**config.mk**
```make
export PLATFORM = sky130hd
export DESIGN_NAME = ysyx_23060072_mem_arbiter
export DESIGN_NICKNAME = d
export VERILOG_FILES = /design/src/rtl/ysyx_23060072_mem_arbiter_pkg.sv /design/src/rtl/ysyx_23060072_mem_arb_pick.sv /design/src/rtl/ysyx_23060072_mem_arbiter.sv
export SDC_FILE = /design/constraint.sdc
export NUM_CORES = 1
export LEC_CHECK = 0
export CAP_MARGIN = 20
export CORE_MARGIN = 3
export CORE_UTILIZATION = 32
export DETAILED_ROUTE_END_ITERATION = 8
export PLACE_DENSITY = 0.79
export SKIP_LAST_GASP = 1
export SYNTH_ARGS = -nofsm -noshare
export SYNTH_HDL_FRONTEND = slang
export SYNTH_SLANG_ARGS = --single-unit
export TNS_END_PERCENT = 1
```
**constraint.sdc**
```tcl
create_clock -name clk -period 1.62 [get_ports clk]
set_input_delay 0.243 -clock clk [delete_from_list [all_inputs] [get_ports clk]]
set_output_delay 0.243 -clock clk [all_outputs]
set_load 0.01 [all_outputs]
```
**src/rtl/ysyx_23060072_mem_arbiter_pkg.sv**
```systemverilog
// Shared types for the IFU/LSU memory-port arbiter: FSM state encoding and owner codes.
package ysyx_23060072_mem_arbiter_pkg;

    typedef enum logic [1:0] {
        StIdle = 2'd0,
        StReq  = 2'd1,
        StResp = 2'd2
    } arb_state_e;

    localparam logic OwnerIfu = 1'b0;
    localparam logic OwnerLsu = 1'b1;

endpackage

```
**src/rtl/ysyx_23060072_mem_arb_pick.sv**
```systemverilog
// Arbitration between IFU and LSU with LSU priority and a starvation guard that bounds IFU wait.
module ysyx_23060072_mem_arb_pick #(
    parameter int unsigned STARVE_LIMIT = 4
) (
    input  logic clk,
    input  logic rst_n,
    input  logic ifu_valid,
    input  logic lsu_valid,
    input  logic idle,
    input  logic handshake_fire,
    output logic grant_ifu,
    output logic grant_lsu
);

    localparam int unsigned CntW = $clog2(STARVE_LIMIT + 1);

    logic [CntW-1:0] starve_q, starve_d;
    logic            starved;

    assign starved = (starve_q == CntW'(STARVE_LIMIT));

    // LSU wins ties unless the IFU has already lost STARVE_LIMIT arbitrations in a row.
    assign grant_lsu = idle && lsu_valid && !(ifu_valid && starved);
    assign grant_ifu = idle && ifu_valid && (!lsu_valid || starved);

    always_comb begin
        starve_d = starve_q;
        if (handshake_fire && grant_ifu) begin
            starve_d = '0;
        end else if (handshake_fire && grant_lsu && ifu_valid && !starved) begin
            starve_d = starve_q + CntW'(1);
        end
    end

    always_ff @(posedge clk or negedge rst_n) begin
        if (!rst_n) begin
            starve_q <= '0;
        end else begin
            starve_q <= starve_d;
        end
    end

endmodule

```
**src/rtl/ysyx_23060072_mem_arbiter.sv**
```systemverilog
// Shares one memory port between IFU and LSU: one outstanding transaction, response routed to
// whichever requester owned the request.
module ysyx_23060072_mem_arbiter
    import ysyx_23060072_mem_arbiter_pkg::*;
#(
    parameter int unsigned STARVE_LIMIT = 4
) (
    input  logic        clk,
    input  logic        rst_n,

    input  logic        ifu_req_valid_i,
    output logic        ifu_req_ready_o,
    input  logic [31:0] ifu_addr_i,
    output logic        ifu_rsp_valid_o,
    output logic [31:0] ifu_rdata_o,

    input  logic        lsu_req_valid_i,
    output logic        lsu_req_ready_o,
    input  logic        lsu_we_i,
    input  logic [31:0] lsu_addr_i,
    input  logic [31:0] lsu_wdata_i,
    input  logic [3:0]  lsu_wmask_i,
    output logic        lsu_rsp_valid_o,
    output logic [31:0] lsu_rdata_o,

    output logic        mem_req_valid_o,
    input  logic        mem_req_ready_i,
    output logic        mem_we_o,
    output logic [31:0] mem_addr_o,
    output logic [31:0] mem_wdata_o,
    output logic [3:0]  mem_wmask_o,
    input  logic        mem_rsp_valid_i,
    input  logic [31:0] mem_rdata_i,

    output logic        busy_o
);

    arb_state_e  state_q, state_d;
    logic        owner_q;
    logic        mem_req_valid_q;
    logic        mem_we_q;
    logic [31:0] mem_addr_q;
    logic [31:0] mem_wdata_q;
    logic [3:0]  mem_wmask_q;

    logic idle, grant_ifu, grant_lsu, ifu_fire, lsu_fire, fire, rsp_fire;

    // Gating with rst_n keeps both ready outputs low while reset is held.
    assign idle = (state_q == StIdle) && rst_n;

    ysyx_23060072_mem_arb_pick #(
        .STARVE_LIMIT(STARVE_LIMIT)
    ) u_pick (
        .clk           (clk),
        .rst_n         (rst_n),
        .ifu_valid     (ifu_req_valid_i),
        .lsu_valid     (lsu_req_valid_i),
        .idle          (idle),
        .handshake_fire(fire),
        .grant_ifu     (grant_ifu),
        .grant_lsu     (grant_lsu)
    );

    assign ifu_req_ready_o = grant_ifu;
    assign lsu_req_ready_o = grant_lsu;
    assign ifu_fire        = ifu_req_valid_i && grant_ifu;
    assign lsu_fire        = lsu_req_valid_i && grant_lsu;
    assign fire            = ifu_fire || lsu_fire;

    always_comb begin
        state_d = state_q;
        unique case (state_q)
            StIdle:  if (fire)            state_d = StReq;
            StReq:   if (mem_req_ready_i) state_d = StResp;
            StResp:  if (mem_rsp_valid_i) state_d = StIdle;
            default:                      state_d = StIdle;
        endcase
    end

    always_ff @(posedge clk or negedge rst_n) begin
        if (!rst_n) begin
            state_q         <= StIdle;
            owner_q         <= OwnerIfu;
            mem_req_valid_q <= 1'b0;
            mem_we_q        <= 1'b0;
            mem_addr_q      <= '0;
            mem_wdata_q     <= '0;
            mem_wmask_q     <= '0;
        end else begin
            state_q <= state_d;
            if (fire) begin
                mem_req_valid_q <= 1'b1;
                owner_q         <= lsu_fire ? OwnerLsu : OwnerIfu;
                mem_we_q        <= lsu_fire ? lsu_we_i : 1'b0;
                mem_addr_q      <= lsu_fire ? lsu_addr_i : ifu_addr_i;
                mem_wdata_q     <= lsu_fire ? lsu_wdata_i : 32'h0;
                mem_wmask_q     <= lsu_fire ? lsu_wmask_i : 4'b0000;
            end else if (state_q == StReq && mem_req_ready_i) begin
                mem_req_valid_q <= 1'b0;
            end
        end
    end

    assign rsp_fire        = (state_q == StResp) && mem_rsp_valid_i && rst_n;
    assign ifu_rsp_valid_o = rsp_fire && (owner_q == OwnerIfu);
    assign lsu_rsp_valid_o = rsp_fire && (owner_q == OwnerLsu);
    assign ifu_rdata_o     = mem_rdata_i;
    assign lsu_rdata_o     = mem_rdata_i;

    assign mem_req_valid_o = mem_req_valid_q;
    assign mem_we_o        = mem_we_q;
    assign mem_addr_o      = mem_addr_q;
    assign mem_wdata_o     = mem_wdata_q;
    assign mem_wmask_o     = mem_wmask_q;
    assign busy_o          = (state_q != StIdle);

endmodule

```
==> results.md <==
- Outcome: finished with violations
- Failing checks: setup timing
- Placed cell areas: 0.00544 mm^2
- First-pass GRT wire length: 17200 um
- DR WL met2: 5610 um
- Routed wire per std cell: 17.2 um
- Area growth syn-to-layout: 51.9%
- CTS root buf: clkbuf_16
- Syn Nets: 518
- Combinational share of power: between 40% and 50%
- Slowest stage delay, CP: 440 ps
- Startpoint Class: flip-flop
- Mux cell area share after synthesis: less than 1%
- PwrDens: ~1700 mW/mm^2
- Maximum clock frequency: 590 MHz
- Synth Instances: ~380
- Total grt overflow: 0
- CP Capture Type: primary output
- Xor/xnor cell area share of the yosys netlist: 0%
- CTS buffer count: 9
- Total Nets Final: 646
- Critical path class: reg2out
- GP Congestion: 0.814
- Leak: approximately 2.4 nW
- Final TNS setup: -286 ps
- Deepest clock path buffer count: 2
- Fin. max-slew vios: 0
- Core Area: ~0.012 mm^2
- DR top layer: met4
- Die width: 116 um
- Layout cells sized above 1: 12.4%
- Simple-Gate Fraction of Synth Area: approximately 8.8%
- Setup WS post-layout: -75.8 ps
- CP Cell Sequence: buf_4 -> nand4bb_4 -> nor2_2 -> buf_2
- Cell variety after synth: 30
- Initial antenna violation count: 0
- Sink Count: 76
- HPWL after DPL: 8490 um
- Proportion of power drawn by flip-flops and latches: 33.8%
- CP max FO: 5
- # H-tree levels: 3
- DR DRC count: 0
- Sw Pwr: 3.18 mW
- Clk pwr share: 21.0%
- I/O Buffers: 181
- Switching Share: 31.8%
- Final Hold Viols: 0
- #FFs+latches synth: between 70 and 80
- Largest net degree at the start of global routing: 62
- Routed vias: 3323
- Cell row count: 39
- Sequential area share after synthesis: 49.4%
- Arrival time at the worst endpoint: around 1500 ps
- Largest family of logic cells by synthesized area: compound AO/OA/AOI/OAI gates
- Worst Skew: 11.5 ps
- # fillers: roughly 1100
- Int Pwr: 6.82 mW
- Worst r2r path cells: 5
- Synth Cell Area: just under 0.004 mm^2
- DRT iter0 DRCs: 178
- Top-Level Pins: approximately 280
- Setup violations, final: 9
- Min Tclk post-route: ~1700 ps
- Worst-Margin Slew: 743 ps
- Die Y: 116 um
- Worst vdd ir: 0.754 mV
- Via-to-Cell Ratio: roughly 5
- Vias in the first global route: roughly 3300
- HP Class: in2async
- CTS tree: built
- Slew headroom: 50.4%
- Diode count: 0
- Detailed Route WL: approximately 11000 um
- Reg-to-Reg Start: state_q[0]
- Gr usage total: 16.5%
- YS warnings: 0
- Final ANT Viol Nets: 0
- Clock latency on the worst-skew pair: 320 ps
- Critical-path top delay cell: dfrtp_2
- Metal3 WL: 915 um
- Initial DRT Pass Iterations: 4
- Flop-to-flop setup slack: -20 ps
- Unrepaired setup endpoints after global routing: yes
- Clk pin slew, worst setup/hold paths: about 60 ps
- Max-cap violations: 0
- Compound-Gate Fraction of Synth Area: around 23%
- Wl on met1: 4490 um
- WP data required: 1380 ps
- Final instance area: between 0.005 and 0.006 mm^2
- Die area: 0.0134 mm^2
- Mean Syn Cell Area: approximately 10 um^2
- Fraction of the mapped netlist area in adder cells: 0.649%
- Initial Util: 33.2%
- R2r endpoint: mem_addr_o[10]
- Fin crit share: 105%
## logic make-up (layout without fill, tap and decap cells)
logic type / Yosys count / after routing
AO/OA/AOI/OAI: 140 / 140
multiplexers: 1 / 1
AND/OR/NAND/NOR: 57 / 57
adder cells (fa/ha/maj): 2 / 2
buffers and inverters: 101 / 234
flip-flops: 76 / 76
## layout make-up
| class | count | area, um^2 | share of cell area (%) |
|---|---|---|---|
| clock buffers | 10 | 229 | 3.91 |
| clock inverters | 6 | 88.8 | 1.52 |
| inverters | 4 | 15.0 | 0.257 |
| multi-input cells | 200 | 1310 | 22.4 |
| flip-flops and latches | 76 | 1900 | 32.5 |
| well taps | 143 | 179 | 3.06 |
| repair buffers | 214 | 2120 | 36.3 |
## flip-flops by register name, summed over array words and instances (netlist names)
name / cells
mem_addr_o: 32
mem_req_valid_o: 1
mem_wdata_o: 32
mem_we_o: 1
mem_wmask_o: 4
owner_q: 1
state_q: 2
u_pick.starve_q: 3
## power by group through the flow
stage / clock network, mW / logic (mW) / registers, mW
after floorplan: 0 / 1.62 / 3.74
after global placement: 0 / 4.39 / 3.36
after detailed placement: 0 / 4.47 / 3.40
after CTS: 2.16 / 4.54 / 3.39
after global routing: 2.23 / 4.88 / 3.51
final: 2.10 / 4.52 / 3.38
## metal layers
metal / global-route usage, % / up-vias
met1: 20.4 / 1543
met4: 5.72 / 0
met5: 0 / -
met3: 3.50 / 15
met2: 28.6 / 204
li1: - / 1561
## cells in the mapped netlist (all sizes together)
master | count | area [um^2]
a21boi | 1 | 7.51
a21oi | 33 | 165
a22o | 37 | 324
a31oi | 32 | 200
and2 | 1 | 6.26
and3 | 1 | 6.26
buf | 82 | 624
clkbuf | 15 | 56.3
dfrtp | 76 | 1900
ha | 2 | 25.0
inv | 4 | 15.0
mux2i | 1 | 10.0
nand2 | 6 | 25.0
nand2b | 2 | 12.5
nand3 | 34 | 170
nand3b | 1 | 7.51
nand4 | 1 | 6.26
nand4b | 1 | 8.76
nand4bb | 2 | 38.8
nor2 | 4 | 15.0
nor3b | 1 | 18.8
nor4bb | 1 | 10.0
o21ai | 36 | 180
o22ai | 1 | 6.26
or2 | 2 | 12.5
## through the flow
stage               total power [mW]  setup WS, ps  utilization [%]  cells  hold slack [ps]
CTS                             10.1         -62.6             50.2    652              196
floorplan                       5.36          75.4                -    377            -52.6
global placement                7.75          -388             46.8    630              202
detailed placement              7.87          -392             46.8    630              202
global route                    10.6          -141             50.4    653              236
finish                          10.0         -75.8             50.4    653              153
## critical path: cells and delay by family (launching register included)
family	cells	cell delay, ps
buffers and inverters	2	300
and+or+nand+nor	2	390
DFF	1	440
## placed cells by master, fill, tap and decap left out, types with 5 or more instances in the layout
| cell type | Yosys | final |
|---|---|---|
| nand3_1 | 34 | 34 |
| clkdlybuf4s50_1 | 0 | 175 |
| dfrtp_1 | 76 | 75 |
| o21ai_0 | 33 | 33 |
| a31oi_1 | 32 | 32 |
| clkbuf_16 | 0 | 9 |
| buf_4 | 68 | 25 |
| a22o_1 | 37 | 37 |
| buf_12 | 0 | 5 |
| nand2_1 | 5 | 5 |
| a21oi_1 | 33 | 33 |
## worst max-delay path by stage
stage,startpoint,endpoint,depth (start not counted)
after floorplan,u_pick.starve_q[0],mem_wdata_o[0],8
after global placement,lsu_req_valid_i,ifu_req_ready_o,4
after detailed placement,lsu_req_valid_i,ifu_req_ready_o,4
after CTS,state_q[0],ifu_rsp_valid_o,4
after global routing,state_q[0],ifu_rsp_valid_o,4
final,state_q[0],ifu_req_ready_o,4
## repair_timing
item,in CTS,in global routing
resized for setup,26,5
pin swaps,1,0
hold buffers,2,0
buffers inserted,4,1
endpoints found under the setup margin,40,74
hold endpoints to repair,15,0
Power figures use the tool's default switching activity.
